### config.mk
export PLATFORM = sky130hd
export DESIGN_NAME = rgb_led_pwm
export DESIGN_NICKNAME = d
export VERILOG_FILES = /design/src/rtl/rgb_led_pwm_pkg.sv /design/src/rtl/rgb_led_pwm_chan.sv /design/src/rtl/rgb_led_pwm.sv
export SDC_FILE = /design/constraint.sdc
export NUM_CORES = 1
export LEC_CHECK = 0
export BUFFER_PORTS_ARGS = -buffer_cell sky130_fd_sc_hd__buf_2
export CORE_ASPECT_RATIO = 1.2
export CORE_MARGIN = 4
export CORE_UTILIZATION = 65
export CTS_BUF_LIST = sky130_fd_sc_hd__clkbuf_8
export DETAILED_ROUTE_END_ITERATION = 8
export GPL_TIMING_DRIVEN = 0
export PLACE_DENSITY = 0.84
export SYNTH_ARGS = -nofsm -noshare
export SYNTH_HDL_FRONTEND = slang
export SYNTH_SLANG_ARGS = --single-unit
### constraint.sdc
create_clock -name clk_i -period 5.68 [get_ports clk_i]
set_input_delay 0.568 -clock clk_i [delete_from_list [all_inputs] [get_ports clk_i]]
set_output_delay 0.568 -clock clk_i [all_outputs]
set_load 0.05 [all_outputs]
### src/rtl/rgb_led_pwm_pkg.sv
// Shared types and constants for the RGB LED PWM block.
// Board channel map: two RGB LEDs, three channels each.
package rgb_led_pwm_pkg;

  localparam int unsigned NumChan = 6;
  localparam int unsigned DutyW   = 8;

  typedef enum logic [2:0] {
    LED0_R = 3'd0,
    LED0_G = 3'd1,
    LED0_B = 3'd2,
    LED1_R = 3'd3,
    LED1_G = 3'd4,
    LED1_B = 3'd5
  } chan_e;

  typedef logic [DutyW-1:0] duty_t;

  function automatic logic off_level(input logic active_low);
    return active_low;
  endfunction

endpackage

### src/rtl/rgb_led_pwm_chan.sv
// One PWM channel: shadow/active duty registers,
// counter compare and the registered pad drive.
module rgb_led_pwm_chan #(
  parameter int unsigned DutyW     = 8,
  parameter logic        ActiveLow = 1'b0
) (
  input  logic             clk_i,
  input  logic             rst_ni,
  input  logic             en_i,
  input  logic             wr_i,
  input  logic             commit_i,
  input  logic [DutyW-1:0] duty_i,
  input  logic [DutyW-1:0] cnt_i,
  output logic             led_o
);
  import rgb_led_pwm_pkg::*;

  logic [DutyW-1:0] shadow_q;
  logic [DutyW-1:0] active_q;
  logic             led_q;
  logic             led_d;

  assign led_d = (en_i && (cnt_i < active_q))
               ? ~off_level(ActiveLow)
               : off_level(ActiveLow);

  // commit samples the pre-write shadow value
  always_ff @(posedge clk_i or negedge rst_ni) begin
    if (!rst_ni) begin
      shadow_q <= '0;
      active_q <= '0;
      led_q    <= off_level(ActiveLow);
    end else begin
      if (wr_i) shadow_q <= duty_i;
      if (commit_i) active_q <= shadow_q;
      led_q <= led_d;
    end
  end

  assign led_o = led_q;

endmodule

### src/rtl/rgb_led_pwm.sv
// Six-channel RGB LED PWM: prescaler, period counter,
// duty write port and period-boundary commit.
module rgb_led_pwm #(
  parameter int unsigned NumChan     = 6,
  parameter int unsigned DutyW       = 8,
  parameter int unsigned PrescaleDiv = 256,
  parameter logic        ActiveLow   = 1'b0
) (
  input  logic               clk_i,
  input  logic               rst_ni,
  input  logic               enable_i,
  input  logic               wr_valid_i,
  output logic               wr_ready_o,
  input  logic [2:0]         wr_chan_i,
  input  logic [DutyW-1:0]   wr_duty_i,
  output logic               wr_err_o,
  output logic               period_o,
  output logic [NumChan-1:0] led_o,
  output logic [NumChan-1:0] led_oe_o
);
  import rgb_led_pwm_pkg::*;

  localparam int unsigned PsW =
    (PrescaleDiv > 1) ? $clog2(PrescaleDiv) : 1;
  localparam logic [PsW-1:0] PsMax = PsW'(PrescaleDiv - 1);

  logic [PsW-1:0]     psc_q, psc_d;
  logic [DutyW-1:0]   cnt_q, cnt_d;
  logic               rdy_q, err_q, per_q;
  logic [NumChan-1:0] oe_q;
  logic               tick, boundary;
  logic               wr_fire, chan_ok, commit;

  assign tick     = enable_i & (psc_q == PsMax);
  assign boundary = tick & (&cnt_q);
  assign wr_fire  = wr_valid_i & rdy_q;
  assign chan_ok  = {1'b0, wr_chan_i} < 4'(NumChan);
  // while disabled, writes go live immediately
  assign commit   = boundary | ~enable_i;

  always_comb begin
    psc_d = psc_q;
    cnt_d = cnt_q;
    if (!enable_i) begin
      psc_d = '0;
      cnt_d = '0;
    end else if (tick) begin
      psc_d = '0;
      cnt_d = cnt_q + 1'b1;
    end else begin
      psc_d = psc_q + 1'b1;
    end
  end

  always_ff @(posedge clk_i or negedge rst_ni) begin
    if (!rst_ni) begin
      psc_q <= '0;
      cnt_q <= '0;
      rdy_q <= 1'b0;
      err_q <= 1'b0;
      per_q <= 1'b0;
      oe_q  <= '0;
    end else begin
      psc_q <= psc_d;
      cnt_q <= cnt_d;
      rdy_q <= 1'b1;
      err_q <= wr_fire & ~chan_ok;
      per_q <= boundary;
      oe_q  <= '1;
    end
  end

  for (genvar c = 0; c < NumChan; c++) begin : g_chan
    rgb_led_pwm_chan #(
      .DutyW     (DutyW),
      .ActiveLow (ActiveLow)
    ) u_chan (
      .clk_i    (clk_i),
      .rst_ni   (rst_ni),
      .en_i     (enable_i),
      .wr_i     (wr_fire & chan_ok & (wr_chan_i == 3'(c))),
      .commit_i (commit),
      .duty_i   (wr_duty_i),
      .cnt_i    (cnt_q),
      .led_o    (led_o[c])
    );
  end

  assign wr_ready_o = rdy_q;
  assign wr_err_o   = err_q;
  assign period_o   = per_q;
  assign led_oe_o   = oe_q;

endmodule

* Word level (Yosys, flattened, before mapping)
Cells that the tools add are included.
W data, S select, Z words.
** Storage, ports and cells
- Word-level logic and storage cells :: 72
- Register bits :: 122
- Output and inout bits :: 15
** Operators by class
- Muxes and demuxes :: 10
- Reductions and logical operators :: 8
- Add/sub/neg operators :: 2
- Eq/ne operators :: 7
- Order comparisons :: 7
- Bitwise logic cells :: 14
** Operator list (count)
- $lt A8 B8 Y1 :: 6
- $mux W8 :: 4
- $add A8 B1 Y8 const B :: 2
- $and A1 B1 Y1 :: 11
- $eq A8 B8 Y1 const B :: 1
- $reduce_and A8 Y1 :: 1
- $eq A3 B2 Y1 const B :: 2
- $eq A3 B3 Y1 const B :: 2
- $logic_and A1 B1 Y1 :: 6
- $mux W1 :: 6
- $eq A3 B1 Y1 const B :: 1
- $logic_not A3 Y1 :: 1
- $lt A3 B3 Y1 const B :: 1
- $ne A2 B1 Y1 const B :: 1
- $not A1 Y1 :: 2
- $or A1 B1 Y1 :: 1

* Depth between registers and ports, before layout
- Word-level depth :: 4
- Depth in mapped cells :: 8
- Depth with buffers taken out :: 6

* By module
From an unflattened synthesis, not the netlist that was laid out.
** Unflattened totals
- Cell total of the unflattened synthesis :: 516
- Area total of the unflattened synthesis :: 5765.5 µm²
** By module, submodules not included
- rgb_led_pwm_chan :: instances 6, area an instance 790.8 µm², cells each 68
- rgb_led_pwm :: instances 1, area an instance 1021.0 µm², cells each 108

* Least setup slack after synthesis
No wires, ideal clock.
- Kind :: register to register
- Start point :: register psc_q[0]
- End point :: register g_chan[0].u_chan.active_q[0]
- Clock period less this slack :: 2136 ps
- Arrival :: 2008 ps
- Buffers on the path :: 3
- Setup time :: 127 ps
- Required time :: 5553 ps
- Stages on the path, launching flop included :: 9
- Slack :: 3544 ps
- Cell sequence :: dfrtp_1 -> ha_1 -> nand3_4 -> or2_1 -> buf_2 -> o31ai_4 -> buf_6 -> buf_8 -> mux2_1
** On the way
- Cells in the longest elaborated chain, start to end :: 4
** RTL lines
- start: declaration :: RTL line rgb_led_pwm.sv:27 : logic [PsW-1:0] psc_q, psc_d;
- start signal: assignment :: RTL line rgb_led_pwm.sv:64 : psc_q <= psc_d;
- $eq A8 B8 Y1 :: RTL line rgb_led_pwm.sv:34 : assign tick = enable_i & (psc_q == PsMax);
- $and A1 B1 Y1 :: RTL line rgb_led_pwm.sv:34
- $and A1 B1 Y1 :: RTL line rgb_led_pwm.sv:35 : assign boundary = tick & (&cnt_q);
- $or A1 B1 Y1 :: RTL line rgb_led_pwm.sv:39 : assign commit = boundary | ~enable_i;
- end signal: assignment :: RTL line rgb_led_pwm_chan.sv:35 : if (commit_i) active_q <= shadow_q;
- end: declaration :: RTL line rgb_led_pwm_chan.sv:19 : logic [DutyW-1:0] active_q;
Every way passes these cells.
A chain may end at the register's enable or synchronous reset.

* Final worst setup path
- Start point :: register psc_q[0]
- End point :: register g_chan[5].u_chan.active_q[2]
** On the way
- Cells in the longest elaborated chain, start to end :: 4
** RTL lines (RTL line)
- $eq A8 B8 Y1 :: rgb_led_pwm.sv:34
- $and A1 B1 Y1 :: rgb_led_pwm.sv:34
- $and A1 B1 Y1 :: rgb_led_pwm.sv:35
- $or A1 B1 Y1 :: rgb_led_pwm.sv:39
- end signal: assignment :: rgb_led_pwm_chan.sv:35
- end: declaration :: rgb_led_pwm_chan.sv:19
Every way passes these cells.

==> results.ini <==
[run_status]
status=finished clean

[final_layout]
fin_nets=555
drive_gt1_frac=0.315
layout-area-overhead-vs-synth_pct=13.3
final_cells=625
diodes=0
fillers=559

[global_routing]
grt-ovfl-total=0
grt_first_pass_wirelength_um=19600
antenna_found_initial=0
grt_pass1_vias=3958
grt.total_usage=0.249
grt_max_degree=87

[drt]
drt_iter0_drc=219
drtAntennaViolNets=0
num_vias=3634
route.detailed.drc=0
wl_per_cell_um=19.0
via_per_inst=5.81
wirelength_um=11900
firstDrtPassIters=4

[clock_tree]
cts_resized=0
numCtsBuffers=17
clk_latency_ns=0.43
cts_tree=yes
hold_buffers=0
root_buffer=clkbuf_8
cts_buffer_depth=2
cts_sinks=121
clk_pin_slew_ns=0.06
ctsHtreeMaxLevel=4
post_cts_buffers=0

[floorplan]
io-pin-count=30
die_area_mm2=0.0105
fp.dieW_um=94.3
initial_core_util=0.672
core_mm2=0.00866
die_h_um=112
fp-row-count=37

[place]
gp_congestion=0.827
place_hpwl_um=7920
numPortBuffers=29
placed_cells=594

[sta]
finalHoldViolations=0
finalSetupTns_ns=0
slew_headroom=0.500
min_period_over_period=0.426
tightest_slew_ns=0.746
setup_viol=0
post-route-min-period_ns=2.42
rsz0062_at_grt=false
drv_slew=0
max_freq_mhz=413
worst_clock_skew_ns=0.00966

[synthesis]
synth_edf_count=0
synth-async-reset-ratio=1.00
ys.flop_type=dfrtp_1
ys_seq_elements=121
yosysSeqAreaShare=0.521
ys_warn_count=0
mappedNetlistArea_mm2=0.00582
yosysUniqueCellTypes=46
synthCells=447
avgSynthCellArea_um2=13.0
synth_nets=506

[critical_path]
cpPeakStageDelay_ns=0.39
critical-path-top-delay-family=buffers and inverters
required_ns=5.99
crit_buf_inv=3
worstPathArrival_ns=2.73
setup.worst_path.end_class=flip-flop
crit_path_start_kind=flip-flop
path_cells=ha_1 > nand3_4 > or2_1 > buf_2 > o31ai_4 > buf_6 > buf_8 > mux2_1
path_class=flip-flop to flip-flop
cp_slowest_cell=dfrtp_1
crit_path_max_fanout=10

[worst_hold_path]
hold_class=primary input to async pin

[power]
p_per_area_mw_per_mm2=364
ir_drop_mv=0.197
leakagePower_nw=3.26

[flow_run]
max_cap_viol_count=0

-- metrics by stage --
step / hold WS, ns / cell area (um^2) / total power [mW] / utilization / setup WS (ns)
2_1_floorplan: 0.272 / 5820 / 1.43 / - / 3.54
3_3_place_gp: 0.461 / 6110 / 1.51 / 0.705 / 2.67
3_5_place_dp: 0.473 / 6140 / 1.56 / 0.709 / 3.29
4_1_cts: 0.0211 / 6590 / 2.41 / 0.761 / 3.26
5_1_grt: 0.0244 / 6590 / 2.52 / 0.761 / 3.14
6_report: 0.0275 / 6590 / 2.40 / 0.761 / 3.26
-- kinds of logic (layout without fill, tap and decap cells) --
logic type,after synthesis,after routing,share of synthesized area
buffers and inverters,71,132,0.0602
other,1,1,0.000645
multiplexers,97,97,0.188
AO/OA/AOI/OAI,40,40,0.0559
adder cells (fa/ha/maj),44,44,0.0947
flip-flops,121,121,0.521
AND/OR/NAND/NOR,62,62,0.0637
XOR/XNOR,11,11,0.0166
-- cell type report --
class	instances	area (um^2)	share of cell area
clock buffers	22	303	0.0460
plain buffers	23	170	0.0258
multi-input cells	255	2440	0.370
flip-flops and latches	121	3030	0.460
well taps	117	146	0.0222
inverters	48	180	0.0274
clock inverters	9	144	0.0218
repair buffers	30	179	0.0272
-- worst paths after layout --
check	start	to	slack [ns]	cells after the start
min in group clk_i	wr_chan_i[2]	wr_err_o$_DFF_PN0_	0.45	3
max in group asynchronous	rst_ni	g_chan[1].u_chan.shadow_q[5]$_DFFE_PN0P_	4.93	2
max reg2reg	psc_q[0]$_DFF_PN0_	g_chan[5].u_chan.active_q[2]$_DFFE_PN0P_	3.26	8
max	psc_q[0]$_DFF_PN0_	g_chan[5].u_chan.active_q[2]$_DFFE_PN0P_	3.26	8
min	rst_ni	g_chan[2].u_chan.active_q[6]$_DFFE_PN0P_	0.03	1
min reg2reg	g_chan[5].u_chan.active_q[0]$_DFFE_PN0P_	g_chan[5].u_chan.active_q[0]$_DFFE_PN0P_	0.48	1
-- report_power, final --
part	internal [mW]	total (mW)	switching [mW]	leakage, nW
sequential	1.04	1.14	0.0923	1.51
clock	0.530	0.852	0.322	0.236
combinational	0.213	0.410	0.197	1.52
-- registers in the layout, summed over array words and instances, names as in the netlist --
name	count
period_o	1
psc_q	8
g_chan.u_chan.shadow_q	48
led_oe_o	1
g_chan.u_chan.active_q	48
g_chan.u_chan.led_o	6
cnt_q	8
wr_err_o	1
-- cell usage in the layout, fill, tap and decap left out, types with 5 or more instances in the layout --
master	Yosys	routed
o2111ai_1	8	8
nor2_1	10	10
buf_4	14	14
mux2_2	76	76
dfrtp_1	121	121
xor2_1	9	9
nand2_1	11	11
ha_1	44	44
a21oi_1	8	8
inv_1	48	49
buf_2	1	29
mux2_1	20	20
clkbuf_8	0	22
clkbuf_1	5	5
nand3_1	6	6
and2_1	10	10
-- metal layers --
| metal | GRT usage | vias to the layer above | share of wire |
|---|---|---|---|
| met2 | 0.420 | 98 | 0.52 |
| met5 | 0 | - | 0 |
| li1 | - | 1659 | - |
| met3 | 0.0608 | 26 | 0.051 |
| met1 | 0.307 | 1851 | 0.41 |
| met4 | 0.0992 | 0 | 0.021 |
-- synth_stat cells (all sizes together), types with 2 or more instances --
| cell | n | share of area |
|---|---|---|
| a2111oi | 4 | 0.0060 |
| a211oi | 2 | 0.0026 |
| a21o | 4 | 0.0052 |
| a21oi | 8 | 0.0069 |
| and2 | 10 | 0.011 |
| buf | 18 | 0.026 |
| clkbuf | 5 | 0.0032 |
| dfrtp | 121 | 0.52 |
| ha | 44 | 0.095 |
| inv | 48 | 0.031 |
| mux2 | 96 | 0.19 |
| nand2 | 11 | 0.0071 |
| nand3 | 7 | 0.0082 |
| nand4 | 3 | 0.0058 |
| nor2 | 10 | 0.0065 |
| nor2b | 3 | 0.0032 |
| nor3 | 4 | 0.0034 |
| nor4 | 3 | 0.0032 |
| nor4b | 2 | 0.0030 |
| o2111a | 4 | 0.0077 |
| o2111ai | 8 | 0.012 |
| o211ai | 4 | 0.0052 |
| or3b | 2 | 0.0030 |
| xnor2 | 2 | 0.0030 |
| xor2 | 9 | 0.014 |
Power figures use the tool's default switching activity.
